File: config.mk
export PLATFORM = sky130hd
export DESIGN_NAME = tdm_lif_array
export DESIGN_NICKNAME = d
export VERILOG_FILES = /design/src/rtl/tdm_lif_array.sv
export SDC_FILE = /design/constraint.sdc
export NUM_CORES = 1
export LEC_CHECK = 0
export ABC_AREA = 1
export BUFFER_PORTS_ARGS = -buffer_cell sky130_fd_sc_hd__buf_2
export CAP_MARGIN = 10
export CORE_MARGIN = 2
export CORE_UTILIZATION = 45
export CTS_CLUSTER_SIZE = 24
export DETAILED_ROUTE_END_ITERATION = 7
export PLACE_DENSITY = 0.7
export SKIP_LAST_GASP = 1
export SYNTH_ARGS = -nofsm -noshare
export SYNTH_HDL_FRONTEND = slang
export SYNTH_SLANG_ARGS = --single-unit
File: constraint.sdc
create_clock -name clk -period 9.5 [get_ports clk]
set_input_delay 0.95 -clock clk [delete_from_list [all_inputs] [get_ports clk]]
set_output_delay 0.95 -clock clk [all_outputs]
set_load 0.02 [all_outputs]
File: src/rtl/tdm_lif_array.sv
// Time-multiplexed leaky integrate-and-fire neuron array: one shared update datapath, one neuron per clock.
// Optional feature: define REFRACTORY_EN to add per-neuron refractory counters.
module tdm_lif_array #(
  parameter int N_NEURONS   = 4,
  parameter int WIDTH       = 8,
  parameter int THRESHOLD   = 200,
  parameter int DECAY_SHIFT = 1,
  parameter int REFRACT     = 2,
  localparam int IDX_W      = $clog2(N_NEURONS)
) (
  input  logic                 clk,
  input  logic                 rst,
  input  logic                 en,
  input  logic [WIDTH-1:0]     ext_current,
  input  logic [N_NEURONS-1:0] chain_mask,
  input  logic [IDX_W-1:0]     sel,
  output logic [WIDTH-1:0]     state_out,
  output logic [N_NEURONS-1:0] spike_vec,
  output logic                 frame_valid
);

  typedef logic [WIDTH-1:0] word_t;

  localparam logic [IDX_W-1:0] LAST_IDX = IDX_W'(N_NEURONS - 1);

  word_t                state_q [N_NEURONS];
  logic [IDX_W-1:0]     idx_q, idx_d;
  logic [N_NEURONS-1:0] shadow_q, shadow_d;
  logic [N_NEURONS-1:0] spike_vec_q;
  logic                 frame_valid_q;
  word_t                state_out_q;

  logic [IDX_W-1:0]     prev_idx;
  word_t                cur_state, in_cur, leak, sum_sat, state_d;
  logic [WIDTH:0]       sum_w;
  logic                 fire, last;

`ifdef REFRACTORY_EN
  localparam int REF_W = (REFRACT < 1) ? 1 : $clog2(REFRACT + 1);
  logic [REF_W-1:0] refr_q [N_NEURONS];
  logic [REF_W-1:0] refr_d;
`endif

  // NOTE: every signal driven here gets a default first, so no path leaves it unassigned and no latch is inferred.
  always_comb begin
    prev_idx  = (idx_q == '0) ? LAST_IDX : idx_q - 1'b1;
    cur_state = state_q[idx_q];
    in_cur    = ext_current;
    if (idx_q != '0 && chain_mask[idx_q]) in_cur = state_q[prev_idx];

    // Leak term is at most s, so the subtraction cannot underflow; the add carries into bit WIDTH.
    leak    = cur_state - (cur_state >> DECAY_SHIFT);
    sum_w   = {1'b0, leak} + {1'b0, in_cur};
    sum_sat = sum_w[WIDTH] ? '1 : sum_w[WIDTH-1:0];
    fire    = (sum_sat >= word_t'(THRESHOLD));
    state_d = fire ? '0 : sum_sat;

`ifdef REFRACTORY_EN
    refr_d = fire ? REF_W'(REFRACT) : '0;
    if (refr_q[idx_q] != '0) begin
      fire    = 1'b0;
      state_d = '0;
      refr_d  = refr_q[idx_q] - 1'b1;
    end
`endif

    last            = (idx_q == LAST_IDX);
    idx_d           = last ? '0 : idx_q + 1'b1;
    shadow_d        = shadow_q;
    shadow_d[idx_q] = fire;
  end

  // NOTE: sequential state uses non-blocking assignments only, so every register samples pre-edge values.
  always_ff @(posedge clk) begin
    if (rst) begin
      // NOTE: the state file is a handful of registers that must read zero after reset, so it is reset explicitly.
      for (int k = 0; k < N_NEURONS; k++) begin
        state_q[k] <= '0;
`ifdef REFRACTORY_EN
        refr_q[k]  <= '0;
`endif
      end
      idx_q         <= '0;
      shadow_q      <= '0;
      spike_vec_q   <= '0;
      frame_valid_q <= 1'b0;
      state_out_q   <= '0;
    end else begin
      // Readout samples before this edge's write: the new value shows up one cycle later.
      state_out_q   <= ({1'b0, sel} < (IDX_W + 1)'(N_NEURONS)) ? state_q[sel] : '0;
      frame_valid_q <= 1'b0;
      if (en) begin
        state_q[idx_q] <= state_d;
`ifdef REFRACTORY_EN
        refr_q[idx_q]  <= refr_d;
`endif
        idx_q <= idx_d;
        if (last) begin
          spike_vec_q   <= shadow_d;
          shadow_q      <= '0;
          frame_valid_q <= 1'b1;
        end else begin
          shadow_q <= shadow_d;
        end
      end
    end
  end

  assign state_out   = state_out_q;
  assign spike_vec   = spike_vec_q;
  assign frame_valid = frame_valid_q & en;

endmodule

After elaboration in Yosys (flattened, before gate mapping)
Memory sizes are Yosys's and may differ from the RTL's. A register that Yosys moved wholly into a read port is not among the register bits.
Index checks and enable logic that the tools add are counted.
W data, S select, Z words.
{"block": "totals", "wordCells": 44, "in_bits": 17, "reg_bits": 11, "ram_bits": 32, "output_inout_bits": 13, "n_memories": 1}
{"block": "op_classes", "n_bitwise": 2, "addsub": 4, "reduce_logical": 7, "n_eq_ne": 1, "magnitude_cmp": 3, "n_mux": 22}
{"name": "state_q", "depth": 4, "word_bits": 8, "read_ports": 3, "rd_ports_with_merged_regs": 2, "wr": 4, "line_no": "26", "rtl": "word_t state_q [N_NEURONS];"}
{"operator": "$mux W8", "n": 4}
{"operator": "$mux W2", "n": 5}
{"operator": "$add A8 B8 Y9", "n": 1}
{"operator": "$mux W1", "n": 9}
{"operator": "$ge A8 B8 Y1 const B", "n": 1}
{"operator": "$reduce_or A8 Y1", "n": 1}
{"operator": "$sub A8 B7 Y8", "n": 1}
{"operator": "$bwmux W4", "n": 1}
{"operator": "$mux W4", "n": 1}
{"operator": "$lt A2 B3 Y1 const B", "n": 1}
{"operator": "$add A2 B1 Y2 const B", "n": 1}
{"operator": "$bmux W1 S2", "n": 1}
{"operator": "$demux W1 S2", "n": 1}
{"operator": "$eq A2 B2 Y1 const B", "n": 1}
{"operator": "$ge A2 B1 Y1 const B", "n": 1}
{"operator": "$logic_and A1 B1 Y1", "n": 2}
{"operator": "$logic_not A2 Y1", "n": 1}
{"operator": "$reduce_and A2 Y1", "n": 1}
{"operator": "$reduce_bool A2 Y1", "n": 1}
{"operator": "$reduce_or A2 Y1", "n": 1}
{"operator": "$sub A2 B1 Y2 const B", "n": 1}
{"operator": "$and A1 B1 Y1", "n": 1}
{"operator": "$not A1 Y1", "n": 1}

Logic depth before layout (Yosys ltp)
{"block": "logic_depth", "word_depth": 9, "mapped_depth": 26}

Worst setup path after synthesis
No wires, ideal clock.
{"block": "synth_timing", "path_kind": "reg-to-reg", "start": "reg with a tool-made name", "end": "mem state_q[0][3] (netlist name), data pin", "setup_ns": 0.261, "t_arrival_ns": 3.510, "path_stages_with_launch": 23, "path_slack_ns": 5.729, "path_cell_list": "dfxtp_1 -> clkbuf_1 -> clkbuf_1 -> nand2_1 -> a32oi_1 -> inv_1 -> ha_1 -> nand2_1 -> o21ai_0 -> a21oi_1 -> o21ai_0 -> xnor2_1 -> inv_1 -> ha_1 -> nand2_1 -> nor2_1 -> a21oi_4 -> nand3_2 -> nand2_2 -> inv_2 -> nand2_8 -> nand3b_4 -> nor2_1"}
{"item": "to (decl)", "line_no": "26"}

==> results.toml <==
[run_status]
status = "finished, final reports clean"

[min_path]
worstHoldPathType = "flip-flop to flip-flop"

[detailed_routing]
route.detailed.drc = 0
firstDrtPassIters = 5
drtAntennaViolNets = 0
vias = 3243
routedWlPerCell_um = 14.4
drt-total-wl_um = 8970
via_per_inst = 5.21
drtIter0Drc = 297

[timing]
period_share = 0.470
rsz0062_at_grt = "no"
period_needed_ns = 4.46
hold_viol = 0
slew_violations = 0
setup_viol = 0
fin_worst_skew_ns = 0.00556
relSlewSlack = 0.540
hold_ws_ns = 0.464
tns_ns = 0
fmaxAchievable_mhz = 224
worstMarginPinSlew_ns = 0.690
setup_ws_ns = 5.04

[flow_run]
cap_violations = 0

[global_route]
grt_max_degree = 26
antenna_found_initial = 0
grtUsageMet2 = 0.350
grt_use_total = 0.215
global_route.usage.met3 = 0.0313
gr-max-usage-layer = "met2"
overflow = 0
grt_pass1_vias = 3055
met1_usage = 0.289
grt_pass1_wl_um = 14700

[synth]
yosysUniqueCellTypes = 38
async_flop_share = 0
synth_edf_count = 32
synth_cells = 493
synth_area_mm2 = 0.00366
synthMostInstantiatedCell = "nand2_1"
yosysWarnings = 0
synth_common_cells = "nand2_1, inv_1, nor2_1"
ys_seq_area_frac = 0.372
synth_fp_nets = 531
synth_area_leaders = "edfxtp_1, dfxtp_1, nand2_1, inv_1, nor2_1"
syn_area_per_cell_um2 = 7.42
ys_ff_latch = 52
synth_top_area_share = 0.263
synth_top_area_cell = "edfxtp_1"
synth_top_flop_cell = "edfxtp_1"

[floorplanning]
top_level_ports = 30
rows = 32
die_w_um = 94.1
fp.coreArea_mm2 = 0.00781
die_h_um = 94.1
die_area_mm2 = 0.00886
initial_core_util = 0.468

[worst_setup_path]
crit_required_ns = 9.56
crit_chain = "inv_1 > o211ai_1 > nand2_1 > ha_1 > fa_1 > o21ai_0 > nand2_1 > nand2_1 > a21oi_1 > xnor2_1 > ha_1 > nand2_1 > nor2_1 > a21oi_4 > nand3_2 > nand2_2 > inv_2 > nand2_8 > nand3b_4 > nor2_1"
cp_max_fo = 25
startpoint_type = "flip-flop"
worstPathArrival_ns = 4.52
worst_path_largest_cell_delay_ns = 0.78
end_kind = "flip-flop"
critPathMostFrequentCell = "nand2_1"
critical_path_buf_inv_count = 2
critPathKind = "flip-flop to flip-flop"
crit_path_top_delay_cell = "dfxtp_1"
crit_family = "simple AND/OR/NAND/NOR gates"
rrSetupSlack_ns = 5.04

[clock_network]
htreeDepth = 2
clkSlewWorstSetupHoldPaths_ns = 0.10
post_cts_resize_count = 0
cts_hold_buf = 0
worstSkewPairLatency_ns = 0.32
cts_tree = "yes"
cts_buffer_depth = 2
post-cts-setup-buffers = 0
root_buffer = "clkbuf_8"
numCtsBuffers = 5
cts_sinks = 52

[pwr]
p_leak_nw = 1.92
ir_worst_vdd_v = 0.000313
powerDensity_mw_per_mm2 = 295
power_mw = 1.18

[finish]
num-nets-final = 557
layout-drive-gt1-share = 0.121
design_area_mm2 = 0.00399
layout.cells.non_filler = 622
n_antenna_cell = 0
fillCellCount = 749
syn_to_final_growth_pct = 9.14
utilization = 0.511

[placement]
dp_hpwl_um = 7060
pre_cts_ws_ns = 5.13
gp_congestion = 0.927
dp_cells = 614
numPortBuffers = 29
place_area_mm2 = 0.00389
[registers in the layout, summed over array words and instances (netlist names), named ones only]
register / cells
frame_valid_q: 1
idx_q: 2
shadow_q: 3
spike_vec: 4
state_out: 8
state_q: 32
[cells in the final DEF (no fill, tap or decap), types with 2 or more instances in the layout]
| cell type | count |
|---|---|
| nor2_1 | 69 |
| nand2_1 | 103 |
| clkbuf_8 | 6 |
| inv_1 | 81 |
| o211ai_1 | 4 |
| ha_1 | 19 |
| nand2_2 | 3 |
| a32oi_1 | 6 |
| o21ai_0 | 45 |
| inv_2 | 5 |
| nand3_1 | 17 |
| nand3_4 | 4 |
| buf_2 | 29 |
| xnor2_1 | 4 |
| nand3b_4 | 3 |
| o22ai_1 | 2 |
| nand3b_1 | 2 |
| xor2_1 | 2 |
| fa_1 | 2 |
| nand3_2 | 2 |
| a21oi_1 | 43 |
| dfxtp_1 | 20 |
| edfxtp_1 | 32 |
[path summary, 6_finish.rpt]
check	depth (start not counted)	to	startpoint
worst max-delay path	20	state_q[0][3]	flip-flop
worst max register to register	20	state_q[0][3]	flip-flop
worst min-delay path	2	shadow_q[1]	shadow_q[1]
worst min register to register	2	shadow_q[1]	shadow_q[1]
[worst min-delay path, cell delays in order, from the launching register on]
cell and delay, ns:
dfxtp_1 0.32, nand2_1 0.06, nand2_1 0.04
[per-layer routing]
| metal | part of all wire | routed length (um) |
|---|---|---|
| met1 | 0.45 | 4060 |
| met4 | 0.027 | 238 |
| met2 | 0.46 | 4130 |
| met5 | 0 | 0 |
| met3 | 0.061 | 543 |
[final cells by class]
cell class	instances	area, um2	share of cell area
clock buffers	6	82.6	0.0207
clock inverters	2	13.8	0.00345
inverters	87	327	0.0818
multi-input cells	343	1930	0.483
flip-flops and latches	52	1360	0.341
well taps	102	128	0.0320
repair buffers	30	153	0.0383
[kinds of logic (layout without fill, tap and decap cells)]
kind of cell | after synthesis | in the layout | synth area share
simple gates | 212 | 212 | 0.279
compound gates | 104 | 104 | 0.157
buf+inv | 98 | 125 | 0.101
xor+xnor | 6 | 6 | 0.0144
flops | 52 | 52 | 0.372
fa+ha+maj | 21 | 21 | 0.0760
[power breakdown]
group          internal (mW)  switching (mW)  total (mW)
clock                 0.0598          0.0777       0.137
combinational          0.252           0.482       0.733
sequential             0.279          0.0253       0.305
Note: power is estimated with default switching activity, not from simulation.
